File: src/rtl/ddr_init_sequencer.sv
// DDR SDRAM power-up initialisation sequencer.
// Walks the JEDEC-style init sequence: CKE-low power wait, NOP, PRE-all,
// EMRS, MRS with DLL reset, PRE-all, two REFRESH, final MRS, DLL lock wait.
// Each command is held on cmd_* until accepted (cmd_valid & cmd_ready), then
// the per-command delay is timed by a 16-bit down-counter before the next one.
// Build option: define DDR_INIT_FAST_SIM_EN to shorten the power-up wait to
// 16 cycles and the DLL wait to 8 cycles for simulation.
//
// state    | meaning
// IDLE     | waiting for start, CKE low
// PWR_WAIT | power-up wait with CKE low, no commands
// CKE_NOP  | CKE high, NOP issued, then T_RP
// PRE1     | precharge all banks, then T_RP
// EMRS     | extended mode register load, then T_MRD
// MRS_DLL  | mode register load with DLL reset, then T_MRD
// PRE2     | precharge all banks, then T_RP
// REF1     | first auto refresh, then T_RFC
// REF2     | second auto refresh, then T_RFC
// MRS      | mode register load, DLL reset cleared
// DLL_WAIT | DLL lock wait
// DONE     | sequence complete, left only by reset
module ddr_init_sequencer #(
  parameter int unsigned T_INIT  = 60000,
  parameter int unsigned T_RP    = 6,
  parameter int unsigned T_MRD   = 3,
  parameter int unsigned T_RFC   = 24,
  parameter int unsigned T_DLL   = 200,
  parameter logic [12:0] MR_VAL  = 13'h0021,
  parameter logic [12:0] EMR_VAL = 13'h0000
) (
  input  logic        sys_clk,
  input  logic        sys_rstn_async,
  input  logic        start,
  input  logic        cmd_ready,
  output logic        cmd_valid,
  output logic [2:0]  cmd,
  output logic [1:0]  cmd_ba,
  output logic [12:0] cmd_addr,
  output logic        cke,
  output logic        busy,
  output logic        init_done
);

`ifdef DDR_INIT_FAST_SIM_EN
  localparam int unsigned INIT_CYC = 16;
  localparam int unsigned DLL_CYC  = 8;
`else
  localparam int unsigned INIT_CYC = T_INIT;
  localparam int unsigned DLL_CYC  = T_DLL;
`endif

  localparam logic [15:0] INIT_LOAD = 16'(INIT_CYC - 1);
  localparam logic [15:0] RP_DLY    = 16'(T_RP);
  localparam logic [15:0] MRD_DLY   = 16'(T_MRD);
  localparam logic [15:0] RFC_DLY   = 16'(T_RFC);
  localparam logic [15:0] DLL_DLY   = 16'(DLL_CYC);

  localparam logic [2:0]  CMD_NOP = 3'b111;
  localparam logic [2:0]  CMD_PRE = 3'b010;
  localparam logic [2:0]  CMD_REF = 3'b001;
  localparam logic [2:0]  CMD_MRS = 3'b000;
  localparam logic [12:0] ADDR_ALL_BANKS = 13'h0400;
  localparam logic [12:0] DLL_RST_BIT    = 13'h0100;

  typedef enum logic [3:0] {
    IDLE, PWR_WAIT, CKE_NOP, PRE1, EMRS, MRS_DLL, PRE2, REF1, REF2, MRS,
    DLL_WAIT, DONE
  } state_t;

  state_t      state, state_nx;
  logic        waiting, waiting_nx;
  logic [15:0] cnt, cnt_nx;

  logic        is_cmd;
  logic [2:0]  cmd_c;
  logic [1:0]  ba_c;
  logic [12:0] addr_c;
  logic [15:0] dly;
  state_t      after;

  // State, post-command wait flag and wait counter; reset aborts everything.
  always_ff @(posedge sys_clk or negedge sys_rstn_async) begin
    if (!sys_rstn_async) begin
      state   <= IDLE;
      waiting <= 1'b0;
      cnt     <= 16'd0;
    end else begin
      state   <= state_nx;
      waiting <= waiting_nx;
      cnt     <= cnt_nx;
    end
  end

  // Next-state and output decode. A command state presents its command until
  // it transfers, then times its delay with cmd_valid low. The delay is
  // loaded as T-2 because the transfer cycle and the first valid cycle of the
  // next command bracket the wait; a delay of 1 skips the wait entirely.
  always_comb begin
    state_nx   = state;
    waiting_nx = waiting;
    cnt_nx     = cnt;
    cmd_valid  = 1'b0;
    cmd        = CMD_NOP;
    cmd_ba     = 2'b00;
    cmd_addr   = 13'h0000;
    cke        = 1'b1;
    busy       = 1'b1;
    init_done  = 1'b0;
    is_cmd     = 1'b0;
    cmd_c      = CMD_NOP;
    ba_c       = 2'b00;
    addr_c     = 13'h0000;
    dly        = 16'd1;
    after      = state;

    case (state)
      IDLE: begin
        cke  = 1'b0;
        busy = 1'b0;
        if (start) begin
          state_nx = PWR_WAIT;
          cnt_nx   = INIT_LOAD;
        end
      end
      PWR_WAIT: begin
        cke = 1'b0;
        if (cnt == 16'd0) state_nx = CKE_NOP;
        else              cnt_nx   = cnt - 16'd1;
      end
      CKE_NOP: begin
        is_cmd = 1'b1; dly = RP_DLY;  after = PRE1;
      end
      PRE1: begin
        is_cmd = 1'b1; dly = RP_DLY;  after = EMRS;
        cmd_c  = CMD_PRE; addr_c = ADDR_ALL_BANKS;
      end
      EMRS: begin
        is_cmd = 1'b1; dly = MRD_DLY; after = MRS_DLL;
        cmd_c  = CMD_MRS; ba_c = 2'b01; addr_c = EMR_VAL;
      end
      MRS_DLL: begin
        is_cmd = 1'b1; dly = MRD_DLY; after = PRE2;
        cmd_c  = CMD_MRS; addr_c = MR_VAL | DLL_RST_BIT;
      end
      PRE2: begin
        is_cmd = 1'b1; dly = RP_DLY;  after = REF1;
        cmd_c  = CMD_PRE; addr_c = ADDR_ALL_BANKS;
      end
      REF1: begin
        is_cmd = 1'b1; dly = RFC_DLY; after = REF2;
        cmd_c  = CMD_REF;
      end
      REF2: begin
        is_cmd = 1'b1; dly = RFC_DLY; after = MRS;
        cmd_c  = CMD_REF;
      end
      MRS: begin
        is_cmd = 1'b1; dly = DLL_DLY; after = DONE;
        cmd_c  = CMD_MRS; addr_c = MR_VAL & ~DLL_RST_BIT;
      end
      DLL_WAIT: begin
        if (cnt == 16'd0) state_nx = DONE;
        else              cnt_nx   = cnt - 16'd1;
      end
      DONE: begin
        busy      = 1'b0;
        init_done = 1'b1;
      end
      default: begin
        cke      = 1'b0;
        busy     = 1'b0;
        state_nx = IDLE;
      end
    endcase

    if (is_cmd) begin
      if (waiting) begin
        if (cnt == 16'd0) begin
          state_nx   = after;
          waiting_nx = 1'b0;
        end else begin
          cnt_nx = cnt - 16'd1;
        end
      end else begin
        cmd_valid = 1'b1;
        cmd       = cmd_c;
        cmd_ba    = ba_c;
        cmd_addr  = addr_c;
        if (cmd_ready) begin
          if (dly == 16'd1) begin
            state_nx = after;
          end else begin
            cnt_nx = dly - 16'd2;
            // The DLL lock wait after the final MRS has its own state.
            if (state == MRS) state_nx   = DLL_WAIT;
            else              waiting_nx = 1'b1;
          end
        end
      end
    end
  end

endmodule

File: config.mk
export PLATFORM = sky130hd
export DESIGN_NAME = ddr_init_sequencer
export DESIGN_NICKNAME = d
export VERILOG_FILES = /design/src/rtl/ddr_init_sequencer.sv
export SDC_FILE = /design/constraint.sdc
export NUM_CORES = 1
export LEC_CHECK = 0
export ABC_CLOCK_PERIOD_IN_PS = 2500
export BUFFER_PORTS_ARGS = -buffer_cell sky130_fd_sc_hd__buf_2
export CAP_MARGIN = 40
export CORE_ASPECT_RATIO = 0.8
export CORE_MARGIN = 2
export CORE_UTILIZATION = 45
export CTS_CLUSTER_SIZE = 16
export DETAILED_ROUTE_END_ITERATION = 7
export PLACE_DENSITY_LB_ADDON = 0.08
export SETUP_SLACK_MARGIN = 0.2
export SLEW_MARGIN = 20
export SYNTH_ARGS = -nofsm -noshare
export SYNTH_HDL_FRONTEND = slang
export SYNTH_SLANG_ARGS = --single-unit
File: constraint.sdc
create_clock -name sys_clk -period 2.5 [get_ports sys_clk]
set_input_delay 0.5 -clock sys_clk [delete_from_list [all_inputs] [get_ports sys_clk]]
set_output_delay 0.5 -clock sys_clk [all_outputs]
set_load 0.1 [all_outputs]
==> results of run 1 <==
## cells by family (layout without fill, tap and decap cells)
| group | Yosys count | after routing | synth area share |
|---|---|---|---|
| other | 1 | 10 | 0.00164 |
| adders and majority gates | 5 | 5 | 0.0274 |
| and+or+nand+nor | 117 | 117 | 0.298 |
| xor gates and xnor gates | 13 | 13 | 0.0499 |
| DFF | 21 | 21 | 0.231 |
| AOI/OAI and AO/OA | 95 | 95 | 0.305 |
| buffers and inverters | 39 | 67 | 0.0878 |
## final cells by class
class | count | area (um^2) | share of cell area
clock buffers | 3 | 41.3 | 0.0140
clock inverters | 1 | 5.00 | 0.00170
inverters | 10 | 40.0 | 0.0136
multi-input cells | 240 | 1760 | 0.596
flip-flops and latches | 21 | 531 | 0.180
well taps | 62 | 77.6 | 0.0263
repair buffers | 53 | 495 | 0.168
## routing by layer
metal / wire [um] / global-route usage
met1: 3500 / 0.406
met4: 114 / 0.0827
met2: 3240 / 0.419
met5: 0 / 0
met3: 787 / 0.0697
## synthesized netlist by cell type (8+ instances only)
cell,n,area [um^2]
o21ai_0,9,45.0
buf_4,11,82.6
and2_1,8,50.1
a21oi_1,12,60.1
inv_1,9,33.8
clkbuf_1,11,41.3
nand2_1,20,75.1
xnor2_1,11,96.3
dfrtp_1,21,526
nor2_1,24,90.1
nor3_1,9,45.0
nand3_1,9,45.0
## flip-flops by register name (all words and copies together) (netlist names)
register  cells
cnt          16
waiting       1
state         4
## power groups by stage
stage / sequential, mW / clock, mW / combinational [mW]
final: 0.342 / 0.247 / 0.0988
after floorplan: 0.348 / 0 / 0.0945
after global routing: 0.342 / 0.269 / 0.105
after CTS: 0.342 / 0.257 / 0.0984
after detailed placement: 0.348 / 0 / 0.0983
after global placement: 0.348 / 0 / 0.0984
## path summary, 6_finish.rpt
kind                       slack [ps]  cells past startpoint           to
max                               220                      5  cmd_addr[5]
min                               180                      1     state[3]
min in group sys_clk              600                      1      cnt[12]
min reg2reg                       600                      1      cnt[12]
max in group asynchronous        1930                      1       cnt[4]
max reg2reg                       280                      8       cnt[3]
## per-stage QoR
| step | cell area, um^2 | total power, mW | hold slack [ps] | std cells |
|---|---|---|---|---|
| 2_1_floorplan | 2390 | 0.443 | 204 | 300 |
| 3_3_place_gp | 2670 | 0.447 | 504 | 372 |
| 3_5_place_dp | 2670 | 0.447 | 511 | 372 |
| 4_1_cts | 2820 | 0.697 | 194 | 383 |
| 5_1_grt | 2950 | 0.716 | 222 | 390 |
| 6_report | 2950 | 0.688 | 178 | 390 |
## critical path, cell delays in order, from the launching register on
cell	delay, ps
dfrtp_2	440
buf_4	170
nand2b_4	170
a2111oi_4	340
buf_4	200
buf_12	180
## what timing repair did
| action | 4_1_cts | 5_1_grt |
|---|---|---|
| pin swaps | 1 | 2 |
| resized for setup | 9 | 18 |
| setup endpoints to repair | 15 | 17 |
| buffers inserted | 7 | 7 |
| gates cloned | 0 | 0 |
==> impl_metrics.csv, run 1 <==
group,metric,value,unit
run_status,status,"finished clean",
timing,setup_tns,0,ps
setup_path,startpoint,"state[2]",
setup_path,critPathLaunchType,"flop",
cts,ctsLongestPathBuffers,2,
route,first_pass_iters,5,
floorplan,rows,23,
floorplan,start_util,0.461,
finish,diodes,0,
hold_path,hold_class,"input pin to async pin",
grt,globalRouteOverflowTotal,0,
cts,cts-htree-levels,1,
setup_path,critPathCaptureType,"primary output",
route,ant_nets,0,
place,dpl.hpwl,5.57,mm
flow_run,max-cap-violations,0,
setup_path,worstPathMaxFanout,6,
cts,clk_pin_slew,110,ps
route,routedWlPerCell,19.6,um
finish,layout_common_cells,"buf_4 (37), nor2_1 (20), nand2_1 (19)",
synth,synth_cells,291,
finish,mostFrequentLayoutCell,"buf_4",
timing,worst_pin_slew,535,ps
power_and_ir_drop,swShare,0.326,
finish,drive_gt1_frac,0.296,
grt,antenna_found_initial,0,
place,port_buffers,15,
place,dp_worst_setup_slack,144,ps
cts,numCtsBuffers,3,
route,via_count,2467,
floorplan,ioPinCount,26,
synth,syn-cell-area,0.00228,mm^2
power_and_ir_drop,pwr-share-clk,0.359,
power_and_ir_drop,p_int,463,uW
power_and_ir_drop,switching_power,224,uW
timing,relSlewSlack,0.643,
synth,ys.flop_type,"dfrtp_1",
timing,drv_slew,0,
grt,grt.total_usage,0.282,
cts,cts_tree,"yes",
route,drc,0,
synth,postSynthAreaPerCell,7.83,um^2
timing,finalCritPeriodShare,0.912,
route,post_drt_via_cell_ratio,6.33,
synth,synth_edf_count,0,
power_and_ir_drop,power.share.combinational,0.144,
finish,nets,338,
setup_path,timing.rr.start,"cnt[1]",
timing,worst_slack,219,ps
timing,period_minus_slack,2280,ps
power_and_ir_drop,seqPwrFrac,0.497,
cts,cts_root_buffer,"clkbuf_8",
timing,max_freq,0.438,GHz
place,gp_congestion,0.903,
floorplan,die_w,83.6,um
grt,grt_pass1_vias,2306,
setup_path,crit_arrival,1780,ps
timing,finalHoldViolCount,0,
timing,clock_skew,26.9,ps
cts,clock_sinks,21,
timing,setup_violations,0,
route,drtIter0Drc,406,
power_and_ir_drop,power_density,233,mW/mm^2
synth,async_flop_share,1.00,
floorplan,die_h,67.7,um
synth,yosysSeqAreaShare,0.231,
grt,grt_pass1_wl,12.4,mm
power_and_ir_drop,leakage,1.14,nW
grt,grt_max_degree,22,
cts,clock_latency,280,ps
power_and_ir_drop,ir_worst_vdd,0.000243,V
finish,filler_cell_count,451,
synth,synth_seq_cells,21,
cts,postCtsHoldBufs,0,
finish,syn_to_final_growth,29.3,%
setup_path,crit_required,2000,ps
synth,ys_warn_count,0,
synth,ys_types,70,
floorplan,dieArea,0.00565,mm^2
timing,rsz0062_at_grt,"yes",
finish,fin_util,0.596,
floorplan,core_area,0.00495,mm^2
setup_path,critical_path_class,"flop to primary output",
route,wl,7.65,mm
Note: power is estimated with default switching activity, not from simulation.
==> run 2: changes to the inputs <==
CORE_ASPECT_RATIO = 0.7   (was 0.8)
==> impl_metrics.csv, run 2 (same netlist as run 1, synthesis figures left out) <==
group,metric,value,unit
run_status,status,"finished clean",
floorplan,core_area,0.00483,mm^2
timing,clock_skew,9.81,ps
cts,clock_latency,270,ps
setup_path,crit_buf_inv,2,
timing,drv_slew,0,
timing,max_freq,0.429,GHz
finish,mostFrequentLayoutCell,"buf_4",
setup_path,critPathLaunchType,"flop",
power_and_ir_drop,power_density,230,mW/mm^2
cts,ctsLongestPathBuffers,2,
route,via_count,2486,
finish,syn_to_final_growth,28.8,%
timing,worst_pin_slew,559,ps
finish,drive_gt1_frac,0.301,
cts,postCtsHoldBufs,0,
cts,clock_sinks,21,
route,drtIter0Drc,319,
timing,fin_hold_ws,203,ps
finish,layout_common_cells,"buf_4 (33), nor2_1 (20), nand2_1 (19)",
floorplan,start_util,0.472,
setup_path,cpLargestDelayFamily,"compound AO/OA/AOI/OAI gates",
flow_run,max-cap-violations,0,
power_and_ir_drop,ir_worst_vdd,0.000135,V
floorplan,dieArea,0.00566,mm^2
finish,filler_cell_count,446,
route,ant_nets,0,
timing,finalHoldViolCount,0,
finish,largest-register,"cnt",
power_and_ir_drop,leakage,1.13,nW
timing,rsz0062_at_grt,"yes",
floorplan,ioPinCount,26,
setup_path,crit_required,2650,ps
route,post_drt_via_cell_ratio,6.29,
grt,grt_max_degree,22,
finish,diodes,0,
setup_path,worstPathMaxFanout,6,
finish,nets,336,
setup_path,crit_arrival,2480,ps
finish,top_regs,"cnt (16), state (4), waiting (1)",
route,routedWlPerCell,20.1,um
grt,antenna_found_initial,0,
finish,largest_register_ffs,16,
route,drc,0,
setup_path,path_cells,"buf_4, nor2_1, a211oi_2, inv_1, ha_2, nor3b_2, o21ai_0, o21a_1, a31oi_1, o31a_1",
place,dpl.hpwl,5.65,mm
place,port_buffers,15,
cts,clk_pin_slew,80,ps
floorplan,die_w,89.1,um
timing,setup_violations,0,
cts,numCtsBuffers,3,
timing,finalCritPeriodShare,0.933,
hold_path,hold_class,"input pin to async pin",
grt,grt_pass1_wl,12.1,mm
cts,cts_root_buffer,"clkbuf_8",
setup_path,critPathCaptureType,"flop",
timing,setup_tns,0,ps
floorplan,rows,21,
grt,grt_pass1_vias,2223,
timing,period_minus_slack,2330,ps
finish,regArea,532,um^2
cts,cts-htree-levels,1,
timing,relSlewSlack,0.626,
power_and_ir_drop,finalPower,674,uW
cts,cts_tree,"yes",
setup_path,critPathMaxStageDelay,460,ps
route,first_pass_iters,4,
place,gp_congestion,0.978,
finish,multi_input_area,0.00177,mm^2
setup_path,critical_path_class,"flop to flop",
grt,grt.total_usage,0.280,
setup_path,crit_path_top_delay_cell,"dfrtp_2",
floorplan,die_h,63.6,um
route,wl,7.93,mm
grt,globalRouteOverflowTotal,0,
[run 2: repair_timing]
item,in CTS,in global routing
hold endpoints to repair,0,0
buffers inserted,4,11
resized for setup,11,26
pin swaps,2,3
endpoints found under the setup margin,17,22
[run 2: area by class of cell]
| class | instances | share of cell area |
|---|---|---|
| sequential | 21 | 0.181 |
| inverter | 10 | 0.0145 |
| multi-input combinational | 240 | 0.602 |
| clock buffer | 4 | 0.0153 |
| timing repair buffer | 51 | 0.158 |
| tap | 69 | 0.0294 |
[run 2: worst paths after layout]
| check | endpoint | cells after the start | startpoint | slack (ps) |
|---|---|---|---|---|
| min in group sys_clk | cnt[12] | 1 | cnt[12] | 580 |
| max in group asynchronous | state[3] | 1 | sys_rstn_async | 1900 |
| worst min-delay path | cnt[10] | 1 | sys_rstn_async | 200 |
| worst min register to register | cnt[12] | 1 | cnt[12] | 580 |
| worst max register to register | cnt[3] | 10 | state[1] | 170 |
| worst max-delay path | cnt[3] | 10 | state[1] | 170 |
[run 2: routing by layer]
| metal | GRT usage | part of all wire | vias to the layer above |
|---|---|---|---|
| met3 | 0.0498 | 0.11 | 10 |
| met4 | 0.0485 | 0.0096 | 0 |
| met2 | 0.377 | 0.42 | 137 |
| met1 | 0.458 | 0.47 | 1188 |
| li1 | - | - | 1151 |
| met5 | 0 | 0 | - |
[run 2: power breakdown]
part           switching, mW  internal [mW]
registers            0.00146          0.340
clock network          0.120          0.114
logic                 0.0883         0.0102
total                  0.210          0.464
[run 2: per-stage QoR]
stage	cell area, um^2	instances	utilization	setup slack [ps]
CTS	2750	384	0.569	150
global placement	2640	376	0.546	192
global route	2940	395	0.607	77.9
floorplan	2390	300	-	-358
finish	2940	395	0.607	168
detailed placement	2640	376	0.546	156
==> run 3: changes to the inputs <==
BUFFER_PORTS_ARGS = not set   (was -buffer_cell sky130_fd_sc_hd__buf_2)
CORE_ASPECT_RATIO = not set   (was 0.7)
DONT_BUFFER_PORTS = 1   (was not set)
==> impl_metrics.csv, run 3 (same netlist as run 1, synthesis figures left out) <==
group,metric,value,unit
cts,clk_pin_slew,80,ps
timing,worst_slack,208,ps
route,ant_nets,0,
cts,numCtsBuffers,3,
setup_path,critPathCaptureType,"primary output",
timing,drv_slew,0,
timing,setup_violations,0,
floorplan,ioPinCount,26,
route,post_drt_via_cell_ratio,6.35,
finish,largest_register_ffs,16,
place,port_buffers,0,
grt,grt_max_degree,22,
grt,globalRouteOverflowTotal,0,
power_and_ir_drop,power_density,236,mW/mm^2
grt,grt_pass1_wl,11.8,mm
timing,finalCritPeriodShare,0.917,
finish,design_area,0.00284,mm^2
power_and_ir_drop,p_int,463,uW
power_and_ir_drop,power.share.combinational,0.139,
power_and_ir_drop,leakage,1.06,nW
place,gp_congestion,0.904,
finish,drive_gt1_frac,0.263,
finish,largest-register,"cnt",
route,first_pass_iters,5,
cts,cts-htree-levels,1,
setup_path,crit_required,2000,ps
setup_path,critPathMaxStageDelay,450,ps
timing,relSlewSlack,0.640,
floorplan,rows,25,
run_status,status,"finished clean",
power_and_ir_drop,finalPower,670,uW
power_and_ir_drop,switching_power,207,uW
floorplan,die_h,75.2,um
floorplan,dieArea,0.00565,mm^2
timing,finalHoldViolCount,0,
place,dp_worst_setup_slack,179,ps
cts,clock_latency,270,ps
route,drc,0,
grt,antenna_found_initial,0,
timing,period_minus_slack,2290,ps
timing,worst_pin_slew,541,ps
route,routedWlPerCell,19.7,um
setup_path,r2r_setup_slack,260,ps
route,wl,7.56,mm
finish,top_regs,"cnt (16), state (4), waiting (1)",
route,drtIter0Drc,359,
finish,syn_to_final_growth,24.5,%
finish,mostFrequentLayoutCell,"buf_4",
cts,cts_tree,"yes",
grt,grt_pass1_vias,2133,
finish,diodes,0,
setup_path,worstPathMaxFanout,8,
power_and_ir_drop,swShare,0.309,
timing,fin_hold_ws,202,ps
power_and_ir_drop,seqPwrFrac,0.510,
setup_path,critical_path_class,"flop to primary output",
place,dpl.hpwl,5.41,mm
timing,rsz0062_at_grt,"yes",
hold_path,hold_class,"input pin to async pin",
cts,clock_sinks,21,
setup_path,crit_arrival,1790,ps
power_and_ir_drop,pwr-share-clk,0.351,
timing,clock_skew,6.37,ps
floorplan,core_area,0.00482,mm^2
finish,layout_common_cells,"buf_4 (34), nor2_1 (20), nand2_1 (19)",
power_and_ir_drop,ir_worst_vdd,0.000194,V
cts,ctsLongestPathBuffers,2,
route,via_count,2431,
flow_run,max-cap-violations,0,
setup_path,crit_path_top_delay_cell,"o32a_2",
finish,nets,326,
floorplan,die_w,75.2,um
timing,setup_tns,0,ps
setup_path,critPathLaunchType,"flop",
grt,grt.total_usage,0.279,
place,dpl_cell_area,0.00263,mm^2
setup_path,path_cells,"buf_4, nand2b_1, o32a_2, nand2_2, buf_12",
timing,max_freq,0.436,GHz
cts,cts_root_buffer,"clkbuf_8",
floorplan,start_util,0.473,
run 3: stage by stage:
step	instances	util
after floorplan	300	-
after global placement	371	0.546
after detailed placement	371	0.546
after CTS	380	0.571
after global routing	383	0.589
final	383	0.589
run 3: layout make-up:
| type | count | area (um^2) |
|---|---|---|
| clock buffers | 4 | 45.0 |
| fillers | 449 | 1980 |
| inverters | 10 | 42.5 |
| multi-input cells | 240 | 1750 |
| flip-flops and latches | 21 | 531 |
| well taps | 67 | 83.8 |
| repair buffers | 41 | 388 |
run 3: worst paths after layout:
| check | from | end | cells past startpoint |
|---|---|---|---|
| max | state[2] | busy | 5 |
| min | sys_rstn_async | state[3] | 1 |
| max reg2reg | cnt[0] | state[1] | 8 |
| min reg2reg | cnt[12] | cnt[12] | 1 |
| max in group asynchronous | sys_rstn_async | waiting | 1 |
| min in group sys_clk | cmd_ready | waiting | 2 |
run 3: critical path: cells and delay by family (launching register included):
family / cells / cell delay (ps)
buffers and inverters: 2 / 350
AND/OR/NAND/NOR: 2 / 310
AO/OA/AOI/OAI: 1 / 450
flip-flops: 1 / 410
run 3: layer usage:
layer	GRT usage	part of all wire
met3	0.0455	0.093
met5	0	0
met4	0.0643	0.015
met2	0.406	0.45
met1	0.431	0.44
run 3: power by group through the flow:
stage,clock network [mW],logic [mW],registers [mW]
after detailed placement,0,0.0846,0.348
after global routing,0.250,0.0974,0.342
after floorplan,0,0.0945,0.348
after CTS,0.236,0.0935,0.342
final,0.235,0.0935,0.342
after global placement,0,0.0844,0.349
run 3: what timing repair did:
item                                    CTS  global route
endpoints found under the hold margin    21             0
hold buffers                              1             0
endpoints found under the setup margin   11            15
buffers inserted                          4             3
resized for setup                         9            15
pin swaps                                 2             2
